$ cat config.mk
export PLATFORM = sky130hd
export DESIGN_NAME = gpu_sprite_engine
export DESIGN_NICKNAME = d
export VERILOG_FILES = /design/src/rtl/gpu_sprite_engine_pkg.sv /design/src/rtl/gpu_sprite_engine.sv
export SDC_FILE = /design/constraint.sdc
export NUM_CORES = 1
export LEC_CHECK = 0
export CORE_ASPECT_RATIO = 0.6
export CORE_MARGIN = 5
export CORE_UTILIZATION = 57
export DETAILED_ROUTE_END_ITERATION = 12
export PLACE_DENSITY = 0.85
export SLEW_MARGIN = 20
export SYNTH_ARGS = -nofsm -noshare
export SYNTH_HDL_FRONTEND = slang
export SYNTH_SLANG_ARGS = --single-unit
export TNS_END_PERCENT = 50
$ cat constraint.sdc
create_clock -name clk -period 6 [get_ports clk]
set_input_delay 0.9 -clock clk [delete_from_list [all_inputs] [get_ports clk]]
set_output_delay 0.9 -clock clk [all_outputs]
set_load 0.05 [all_outputs]
$ cat src/rtl/gpu_sprite_engine_pkg.sv
// Shared constants and state encoding for the CHIP-8-style sprite blitter.
package gpu_sprite_engine_pkg;

  localparam int unsigned SCREEN_WIDTH         = 64;
  localparam int unsigned SCREEN_HEIGHT        = 32;
  localparam int unsigned SCREEN_BYTES_PER_ROW = 8;
  localparam logic [15:0] SCREEN_BASE_DEFAULT  = 16'h0F00;

  typedef enum logic [3:0] {
    ST_IDLE,
    ST_FETCH_RD,
    ST_FETCH_LATCH,
    ST_LEFT_RD,
    ST_LEFT_LATCH,
    ST_LEFT_WR,
    ST_RIGHT_RD,
    ST_RIGHT_LATCH,
    ST_RIGHT_WR
  } state_t;

endpackage

$ cat src/rtl/gpu_sprite_engine.sv
// Sprite blitter: XORs sprite bytes from shared memory onto a 64x32
// monochrome framebuffer in the same memory. Bus outputs are zero whenever
// the matching strobe is low so they can be ORed with another master.
module gpu_sprite_engine
  import gpu_sprite_engine_pkg::*;
#(
  parameter logic [15:0] SCREEN_BASE = SCREEN_BASE_DEFAULT
) (
  input  logic        clk,
  input  logic        reset,
  input  logic        draw,
  input  logic [15:0] addr,
  input  logic [3:0]  lines,
  input  logic [7:0]  x,
  input  logic [7:0]  y,
  output logic        ready,
  output logic        collision,
  output logic        mem_read,
  output logic        mem_write,
  output logic [15:0] mem_addr,
  output logic [7:0]  mem_write_byte,
  input  logic [7:0]  mem_read_byte
);

  localparam int unsigned X_W   = $clog2(SCREEN_WIDTH);
  localparam int unsigned ROW_W = $clog2(SCREEN_HEIGHT);
  localparam int unsigned COL_W = $clog2(SCREEN_BYTES_PER_ROW);

  state_t            state, state_n;
  logic [15:0]       base_r, base_n;
  logic [3:0]        lines_r, lines_n;
  logic [X_W-1:0]    x_r, x_n;
  logic [ROW_W-1:0]  y_r, y_n;
  logic [3:0]        cnt_r, cnt_n;
  logic [7:0]        sprite_r, sprite_n;
  logic              coll_n;
  logic              ready_n;
  logic              read_n;
  logic              write_n;
  logic [15:0]       addr_n;
  logic [7:0]        wbyte_n;
  logic              accept;
  logic              line_done;
  logic [ROW_W-1:0]  row_n;
  logic [COL_W-1:0]  col_n;
  logic [2:0]        sh;
  logic [15:0]       pat;
  logic              unused_bits;

  assign unused_bits = ^{x[7:X_W], y[7:ROW_W]};

  // Byte address of (row, byte column) inside the framebuffer.
  function automatic logic [15:0] screen_addr(input logic [ROW_W-1:0] row,
                                              input logic [COL_W-1:0] col);
    return SCREEN_BASE + 16'({row, col});
  endfunction

  // Shifting {S,0} right by sh yields the left-byte pattern in the upper
  // half and the (S << (8-sh)) right-byte spill in the lower half.
  function automatic logic [15:0] split_pattern(input logic [7:0] s,
                                                input logic [2:0] shift);
    return {s, 8'h00} >> shift;
  endfunction

  assign sh  = x_r[2:0];
  assign pat = split_pattern(sprite_r, sh);

  // Next state, latched draw parameters and next registered bus outputs.
  // Outputs are derived from the upcoming state so each strobe appears in
  // the cycle whose name it carries.
  always_comb begin
    state_n   = state;
    base_n    = base_r;
    lines_n   = lines_r;
    x_n       = x_r;
    y_n       = y_r;
    cnt_n     = cnt_r;
    sprite_n  = sprite_r;
    coll_n    = collision;
    accept    = 1'b0;
    line_done = 1'b0;
    read_n    = 1'b0;
    write_n   = 1'b0;
    addr_n    = '0;
    wbyte_n   = '0;

    case (state)
      ST_IDLE: begin
        if (draw && ready) begin
          accept  = 1'b1;
          base_n  = addr;
          lines_n = lines;
          x_n     = x[X_W-1:0];
          y_n     = y[ROW_W-1:0];
          cnt_n   = '0;
          coll_n  = 1'b0;
          if (lines != 4'd0) state_n = ST_FETCH_RD;
        end
      end
      ST_FETCH_RD:    state_n = ST_FETCH_LATCH;
      ST_FETCH_LATCH: begin
        sprite_n = mem_read_byte;
        state_n  = ST_LEFT_RD;
      end
      ST_LEFT_RD:     state_n = ST_LEFT_LATCH;
      ST_LEFT_LATCH: begin
        coll_n  = collision | (|(mem_read_byte & pat[15:8]));
        state_n = ST_LEFT_WR;
      end
      ST_LEFT_WR: begin
        if (sh != 3'd0) state_n = ST_RIGHT_RD;
        else            line_done = 1'b1;
      end
      ST_RIGHT_RD:    state_n = ST_RIGHT_LATCH;
      ST_RIGHT_LATCH: begin
        coll_n  = collision | (|(mem_read_byte & pat[7:0]));
        state_n = ST_RIGHT_WR;
      end
      ST_RIGHT_WR:    line_done = 1'b1;
      default:        state_n = ST_IDLE;
    endcase

    if (line_done) begin
      if (cnt_r == lines_r - 4'd1) begin
        state_n = ST_IDLE;
      end else begin
        cnt_n   = cnt_r + 4'd1;
        state_n = ST_FETCH_RD;
      end
    end

    row_n   = y_n + ROW_W'(cnt_n);
    col_n   = x_n[X_W-1:3];
    ready_n = (state_n == ST_IDLE) && !accept;

    case (state_n)
      ST_FETCH_RD: begin
        read_n = 1'b1;
        addr_n = base_n + 16'(cnt_n);
      end
      ST_LEFT_RD: begin
        read_n = 1'b1;
        addr_n = screen_addr(row_n, col_n);
      end
      ST_LEFT_WR: begin
        write_n = 1'b1;
        addr_n  = screen_addr(row_n, col_n);
        wbyte_n = mem_read_byte ^ pat[15:8];
      end
      ST_RIGHT_RD: begin
        read_n = 1'b1;
        addr_n = screen_addr(row_n, col_n + COL_W'(1));
      end
      ST_RIGHT_WR: begin
        write_n = 1'b1;
        addr_n  = screen_addr(row_n, col_n + COL_W'(1));
        wbyte_n = mem_read_byte ^ pat[7:0];
      end
      default: ;
    endcase
  end

  // State register.
  always_ff @(posedge clk) begin
    if (reset) state <= ST_IDLE;
    else       state <= state_n;
  end

  // Latched draw parameters and registered outputs.
  always_ff @(posedge clk) begin
    if (reset) begin
      base_r         <= '0;
      lines_r        <= '0;
      x_r            <= '0;
      y_r            <= '0;
      cnt_r          <= '0;
      sprite_r       <= '0;
      collision      <= 1'b0;
      ready          <= 1'b1;
      mem_read       <= 1'b0;
      mem_write      <= 1'b0;
      mem_addr       <= '0;
      mem_write_byte <= '0;
    end else begin
      base_r         <= base_n;
      lines_r        <= lines_n;
      x_r            <= x_n;
      y_r            <= y_n;
      cnt_r          <= cnt_n;
      sprite_r       <= sprite_n;
      collision      <= coll_n;
      ready          <= ready_n;
      mem_read       <= read_n;
      mem_write      <= write_n;
      mem_addr       <= addr_n;
      mem_write_byte <= wbyte_n;
    end
  end

endmodule

==> run_results.csv, run 1 <==
group,metric,value,unit
timing,maxSlewViolCount,0,
final_layout,n_antenna_cell,0,
run_status,outcome,"complete, no violations",
timing,timing.final.hold_violations,0,
synthesis,synth_top_area_share,37.3,%
global_route,grt_pass1_vias,3435,
synthesis,yosysSeqAreaShare,37.3,%
synthesis,synth_area_leaders,"dfxtp_1 (37%), mux2i_1 (7.5%), nand2_1 (6.2%)",
clocking,clock-sinks,75,
clocking,clockBufferDepth,2,
worst_setup_path,worstPathArrival,4.47,ns
timing,fmax,0.234,GHz
power,leakagePower,0.00195,µW
worst_setup_path,cpPeakStageDelay,0.53,ns
worst_setup_path,crit_type,"primary input to flip-flop",
detailed_routing,vias_per_cell,5.80,
synthesis,synth.most_common_cell,"dfxtp_1",
global_route,track_usage,24.1,%
worst_setup_path,cp_slowest_cell,"and4_2",
detailed_routing,ant_nets,0,
final_layout,syn_to_final_growth,24.4,%
power,p_int,1110,µW
global_route,grt_pass1_wl,16900,µm
worst_setup_path,end_kind,"flip-flop",
synthesis,synth.mux.area_fraction,9.20,%
worst_hold_path,hold_path.class,"flip-flop to flip-flop",
synthesis,synth_nets,539,
clocking,cts-buffers-inserted,9,
synthesis,synth_compound_area_share,14.4,%
synthesis,synth-simple-area-share,20.8,%
die,initial_utilization,59.6,%
synthesis,syn_area,4030,µm²
worst_setup_path,path_common_cell,"nor2_1",
synthesis,yosysUniqueCellTypes,60,
power,swShare,34.7,%
detailed_routing,routed_wl,10600,µm
detailed_routing,drcViolationCount,0,
synthesis,synth_top_family_by_area,"simple AND/OR/NAND/NOR gates",
clocking,cts_resized,0,
synthesis,synthCells,482,
timing,fin_skew,0.00592,ns
run,maxCapViolations,0,
power,power_density,340,nW/µm²
synthesis,yosysWarnings,0,
die,chipHeight,75.1,µm
clocking,cts_tree,"built",
timing,grt_setup_unrepaired,"false",
die,dieArea,8900,µm²
die,die_x,119,µm
detailed_routing,firstDrtPassIters,6,
synthesis,synth-xor-area-share,9.07,%
detailed_routing,post_drt_wl_per_cell,16.8,µm
synthesis,ys_ff_latch,75,
synthesis,postSynthAreaPerCell,8.36,µm²
placed_design,gp_congestion,1.00,
detailed_routing,drtIter0Drc,356,
clocking,clk_pin_slew,0.06,ns
power,p_sw,590,µW
final_layout,nNetsFinal,595,
global_route,grt_max_degree,58,
worst_setup_path,critPathRequiredTime,6.19,ns
power,p_comb_share,32.1,%
synthesis,ys.flop_type,"dfxtp_1",
placed_design,io_buffers,69,
power,p_seq_share,36.1,%
final_layout,fin_area,5010,µm²
timing,fin_tns_setup,0,ns
final_layout,drive_gt1_share,7.38,%
power,pwr-share-clk,31.8,%
die,io_pins,75,
synthesis,synth_top_area_cell,"dfxtp_1",
synthesis,synth_commonest_cells,"dfxtp_1 (75), nand2_1 (67), nor2_1 (52)",
timing,slew_headroom,32.8,%
die,rows,23,
timing,finalCriticalPeriod,4.28,ns
synthesis,synthAdderAreaFrac,3.85,%
worst_setup_path,start_kind,"primary input",
detailed_routing,via_count,3648,
clocking,post_cts_buffers,0,
synthesis,synth-async-reset-ratio,0,%
timing,setup_viol,0,
global_route,grt_overflow,0,
timing,finalCritPeriodShare,71.3,%
timing,worst_pin_slew,1.01,ns
worst_setup_path,crit_chain,"clkdlybuf4s50_1 -> and4_2 -> buf_4 -> mux2i_1 -> inv_1 -> ha_1 -> a21oi_1 -> nor2_1 -> a31oi_1 -> nor2_1 -> nand3_1 -> xor2_1 -> o221ai_1",
clocking,post_cts_hold_buffer_count,0,
clocking,insertion_delay,0.34,ns
global_route,antenna_found_initial,0,
die,core_area,6760,µm²
worst_setup_path,critPathMaxFanout,26,
power,vdd_drop_max,278,µV
synthesis,synth_edf_count,0,
clocking,cts.root.buffer_cell,"clkbuf_16",
clocking,h-tree-depth,3,
placed_design,place_hpwl,7800,µm
placed_design,postPlaceCellArea,4710,µm²
-- cells in the final DEF, fill, tap and decap left out, types with 4 or more instances in the layout --
cell type        netlist  routed
o22ai_1                9       9
nor2_1                52      52
nor2b_1                6       6
clkbuf_16              0       9
nand3b_1               6       6
nor3_1                 8       8
a21oi_1               36      36
inv_1                 21      21
nand3_1               16      16
and3_1                 7       7
ha_1                   9       9
dfxtp_1               75      75
o21ai_0               12      12
xor2_1                16      16
clkdlybuf4s50_1        0      68
nand2_1               67      67
nand2b_1               4       4
xnor2_1               23      23
mux2i_1               30      30
o221ai_1               4       4
-- metal layers --
| layer | track usage (%) | wire length [µm] | vias up |
|---|---|---|---|
| met5 | 0 | 0 | - |
| met4 | 7.04 | 129 | 0 |
| met3 | 9.38 | 1130 | 13 |
| met2 | 36.2 | 4560 | 161 |
| met1 | 32.7 | 4760 | 1709 |
| li1 | - | - | 1765 |
-- worst paths after layout --
| check | start | end | slack [ns] | depth (start not counted) |
|---|---|---|---|---|
| worst min-delay path | sprite_r[4] | sprite_r[4] | 0.46 | 2 |
| worst max-delay path | draw | mem_addr[9] | 1.72 | 13 |
| worst min register to register | sprite_r[4] | sprite_r[4] | 0.46 | 2 |
| worst max register to register | x_r[0] | mem_addr[8] | 1.79 | 12 |
-- state kept, by name (all words and copies together), names as in the netlist --
register	count
base_r	16
mem_addr	16
mem_write_byte	8
sprite_r	8
x_r	6
y_r	5
cnt_r	4
lines_r	4
state	4
collision	1
mem_read	1
mem_write	1
ready	1
-- kinds of logic (layout without fill, tap and decap cells) --
family	count (synthesis)	count (layout)
fa+ha+maj	12	12
flops	75	75
compound gates	89	89
buf+inv	49	109
xor+xnor	40	40
mux	35	35
simple gates	182	182
-- critical path: cells and delay by family --
kind,cells,cell delay (ns)
compound gates,3,0.31
xor+xnor,1,0.17
fa+ha+maj,1,0.30
buf+inv,3,1.01
mux,1,0.42
simple gates,4,1.34
-- layout make-up --
type | instances | area [µm²]
Clock buffer | 13 | 260
Clock inverter | 2 | 35.0
Fill cell | 497 | 1750
Inverter | 22 | 82.6
Multi-Input combinational cell | 358 | 2310
Sequential cell | 75 | 1500
Tap cell | 87 | 109
Timing Repair Buffer | 72 | 708
-- power by group through the flow --
stage	registers [µW]	clock network, µW	logic (µW)
CTS	612	546	540
floorplan	664	0	346
finish	614	540	547
global placement	617	0	519
detailed placement	622	0	534
global route	623	570	589
-- per-stage QoR --
stage	hold slack [ns]	cells	power, µW	setup slack [ns]	utilization [%]
6_report	0.465	629	1700	1.72	74.1
5_1_grt	0.495	629	1780	1.48	74.1
4_1_cts	0.467	629	1700	1.77	74.1
3_5_place_dp	0.459	614	1160	1.47	69.7
3_3_place_gp	0.451	614	1140	1.61	69.7
2_1_floorplan	0.444	482	1010	2.11	-
(Power assumes the default switching activity.)
==> run 2, diff against run 1 <==
Settings changed: CORE_UTILIZATION 57 to 47, PLACE_DENSITY 0.85 to 0.75.
Clock period 6 ns to 3.9 ns, I/O delays scaled along.
==> run 2 against run 1 <==
Wire length down 0.63%. Critical endpoint is now mem_addr[6]. Total power up 55%. Flip-flop and latch count unchanged. Clock-buffer cell count down 4. Sequential share of layout area down 0.82 points. Die area up 19%. Via count down 0.47%. Cell count up 6.4%.
==> run_results.csv, run 2 (same netlist as run 1, synthesis figures left out) <==
group,metric,value,unit
run_status,outcome,"complete, no violations",
clocking,h-tree-depth,3,
global_route,grt_pass1_wl,17000,µm
power,pwr-share-clk,31.2,%
die,initial_utilization,47.8,%
power,vdd_drop_max,305,µV
worst_setup_path,crit_type,"flip-flop to flip-flop",
clocking,post_cts_buffers,0,
clocking,clockBufferDepth,2,
worst_setup_path,critPathRequiredTime,4.11,ns
detailed_routing,ant_nets,0,
timing,finalCritPeriodShare,92.0,%
die,die_x,130,µm
detailed_routing,vias_per_cell,5.43,
worst_setup_path,cpPeakStageDelay,0.45,ns
worst_hold_path,hold_path.class,"flip-flop to flip-flop",
worst_setup_path,startpoint,"lines_r[0]",
worst_setup_path,path_delay_family,"adder cells",
detailed_routing,post_drt_wl_per_cell,15.7,µm
worst_setup_path,critPathBufInv,3,
power,p_seq_share,34.4,%
placed_design,place_hpwl,7940,µm
final_layout,n_antenna_cell,0,
detailed_routing,drtIter0Drc,277,
timing,setup_ws,0.314,ns
die,chipHeight,81.7,µm
die,core_area,8430,µm²
run,maxCapViolations,0,
clocking,clock-sinks,75,
worst_setup_path,worstReg2RegEnd,"mem_addr[6]",
die,rows,26,
final_layout,nNetsFinal,609,
power,power.total,2640,µW
clocking,cts.root.buffer_cell,"clkbuf_16",
worst_hold_path,worstHoldPathCells,2,
global_route,grt_max_degree,36,
global_route,antenna_found_initial,0,
timing,setup_viol,0,
final_layout,syn_to_final_growth,27.8,%
final_layout,utilization,61.1,%
power,power_density,512,nW/µm²
detailed_routing,via_count,3631,
worst_hold_path,min_to,"y_r[3]",
detailed_routing,routed_wl,10500,µm
timing,slew_headroom,33.1,%
final_layout,regArea,1500,µm²
final_layout,drive_gt1_share,10.6,%
worst_setup_path,rrSetupSlack,0.31,ns
worst_setup_path,crit_chain,"inv_1 -> ha_1 -> xnor2_1 -> nor3_2 -> a21o_1 -> nand3_1 -> o21ai_0 -> ha_1 -> inv_1 -> fa_1 -> nor4_1 -> o32a_2 -> buf_4 -> nand3_2 -> xnor2_1 -> o22ai_1",
worst_setup_path,reg2reg_from,"lines_r[0]",
die,io_pins,75,
timing,maxSlewViolCount,0,
final_layout,n_fill_cell,739,
power,p_comb_share,34.4,%
worst_setup_path,cp_slowest_cell,"fa_1",
clocking,cts-buffers-inserted,9,
detailed_routing,firstDrtPassIters,5,
worst_setup_path,worst_r2r_path_depth,16,
power,p_int,1700,µW
timing,timing.final.hold_violations,0,
timing,fin_tns_setup,0,ns
global_route,grt_overflow,0,
timing,fin_skew,0.00649,ns
clocking,clk_pin_slew,0.06,ns
power,p_sw,933,µW
global_route,grt_pass1_vias,3474,
power,leakagePower,0.00202,µW
timing,fmax,0.279,GHz
die,dieArea,10600,µm²
worst_hold_path,min_from,"y_r[3]",
placed_design,gp_congestion,0.896,
global_route,track_usage,20.6,%
final_layout,final_common_cell,"dfxtp_1",
worst_setup_path,start_kind,"flip-flop",
worst_setup_path,worstPathArrival,3.80,ns
timing,worst_pin_slew,1.00,ns
power,swShare,35.4,%
clocking,cts_tree,"built",
placed_design,io_buffers,69,
timing,worst_hold_slack,0.467,ns
timing,grt_setup_unrepaired,"false",
clocking,insertion_delay,0.34,ns
final_layout,layout_common_cells,"dfxtp_1 (75), clkdlybuf4s50_1 (68), nand2_1 (67)",
detailed_routing,drcViolationCount,0,
timing,finalCriticalPeriod,3.59,ns
final_layout,top_regs,"base_r (16), mem_addr (16)",
worst_setup_path,end_kind,"flip-flop",
placed_design,dp_slack,0.272,ns
worst_setup_path,critPathMaxFanout,5,
final_layout,multiInputGateArea,2320,µm²
## run 2: worst max-delay path by stage
stage | endpoint | cells after the start
3_5_place_dp | mem_addr[6] | 16
2_1_floorplan | mem_addr[9] | 16
5_1_grt | mem_addr[6] | 16
3_3_place_gp | mem_addr[6] | 16
4_1_cts | mem_addr[6] | 16
6_report | mem_addr[6] | 16
## run 2: routing by layer
layer	vias up	global-route usage (%)	wire, µm
li1	1792	-	-
met1	1710	29.8	5220
met2	118	29.8	4450
met3	11	5.52	719
met4	0	6.33	122
met5	-	0	0
## run 2: final cells by class
type                    instances  area share [%]
flip-flops and latches         75            29.2
clock buffers                   9            4.37
clock inverters                 7            1.34
inverters                      22            1.60
repair buffers                 86            15.8
multi-input cells             358            45.0
well taps                     112            2.72
## run 2: worst min-delay path, stage by stage (launching register included)
cell     delay (ns)
dfxtp_1        0.30
nand2_1        0.06
a21oi_1        0.06
## run 2: power by group through the flow
stage	Sequential [µW]	Combinational [µW]	Clock (µW)
detailed placement	923	894	0
global route	917	985	864
global placement	918	872	0
floorplan	1020	533	0
CTS	907	900	834
finish	908	906	821
## run 2: what timing repair did
action / 4_1_cts / 5_1_grt
hold buffers: 0 / 0
resized for setup: 0 / 2
setup endpoints to repair: 0 / 6
## run 2: metrics by stage
stage | instances | cell area, µm²
after floorplan | 482 | 4030
after global placement | 653 | 4850
after detailed placement | 653 | 4850
after CTS | 669 | 5140
after global routing | 669 | 5150
final | 669 | 5150
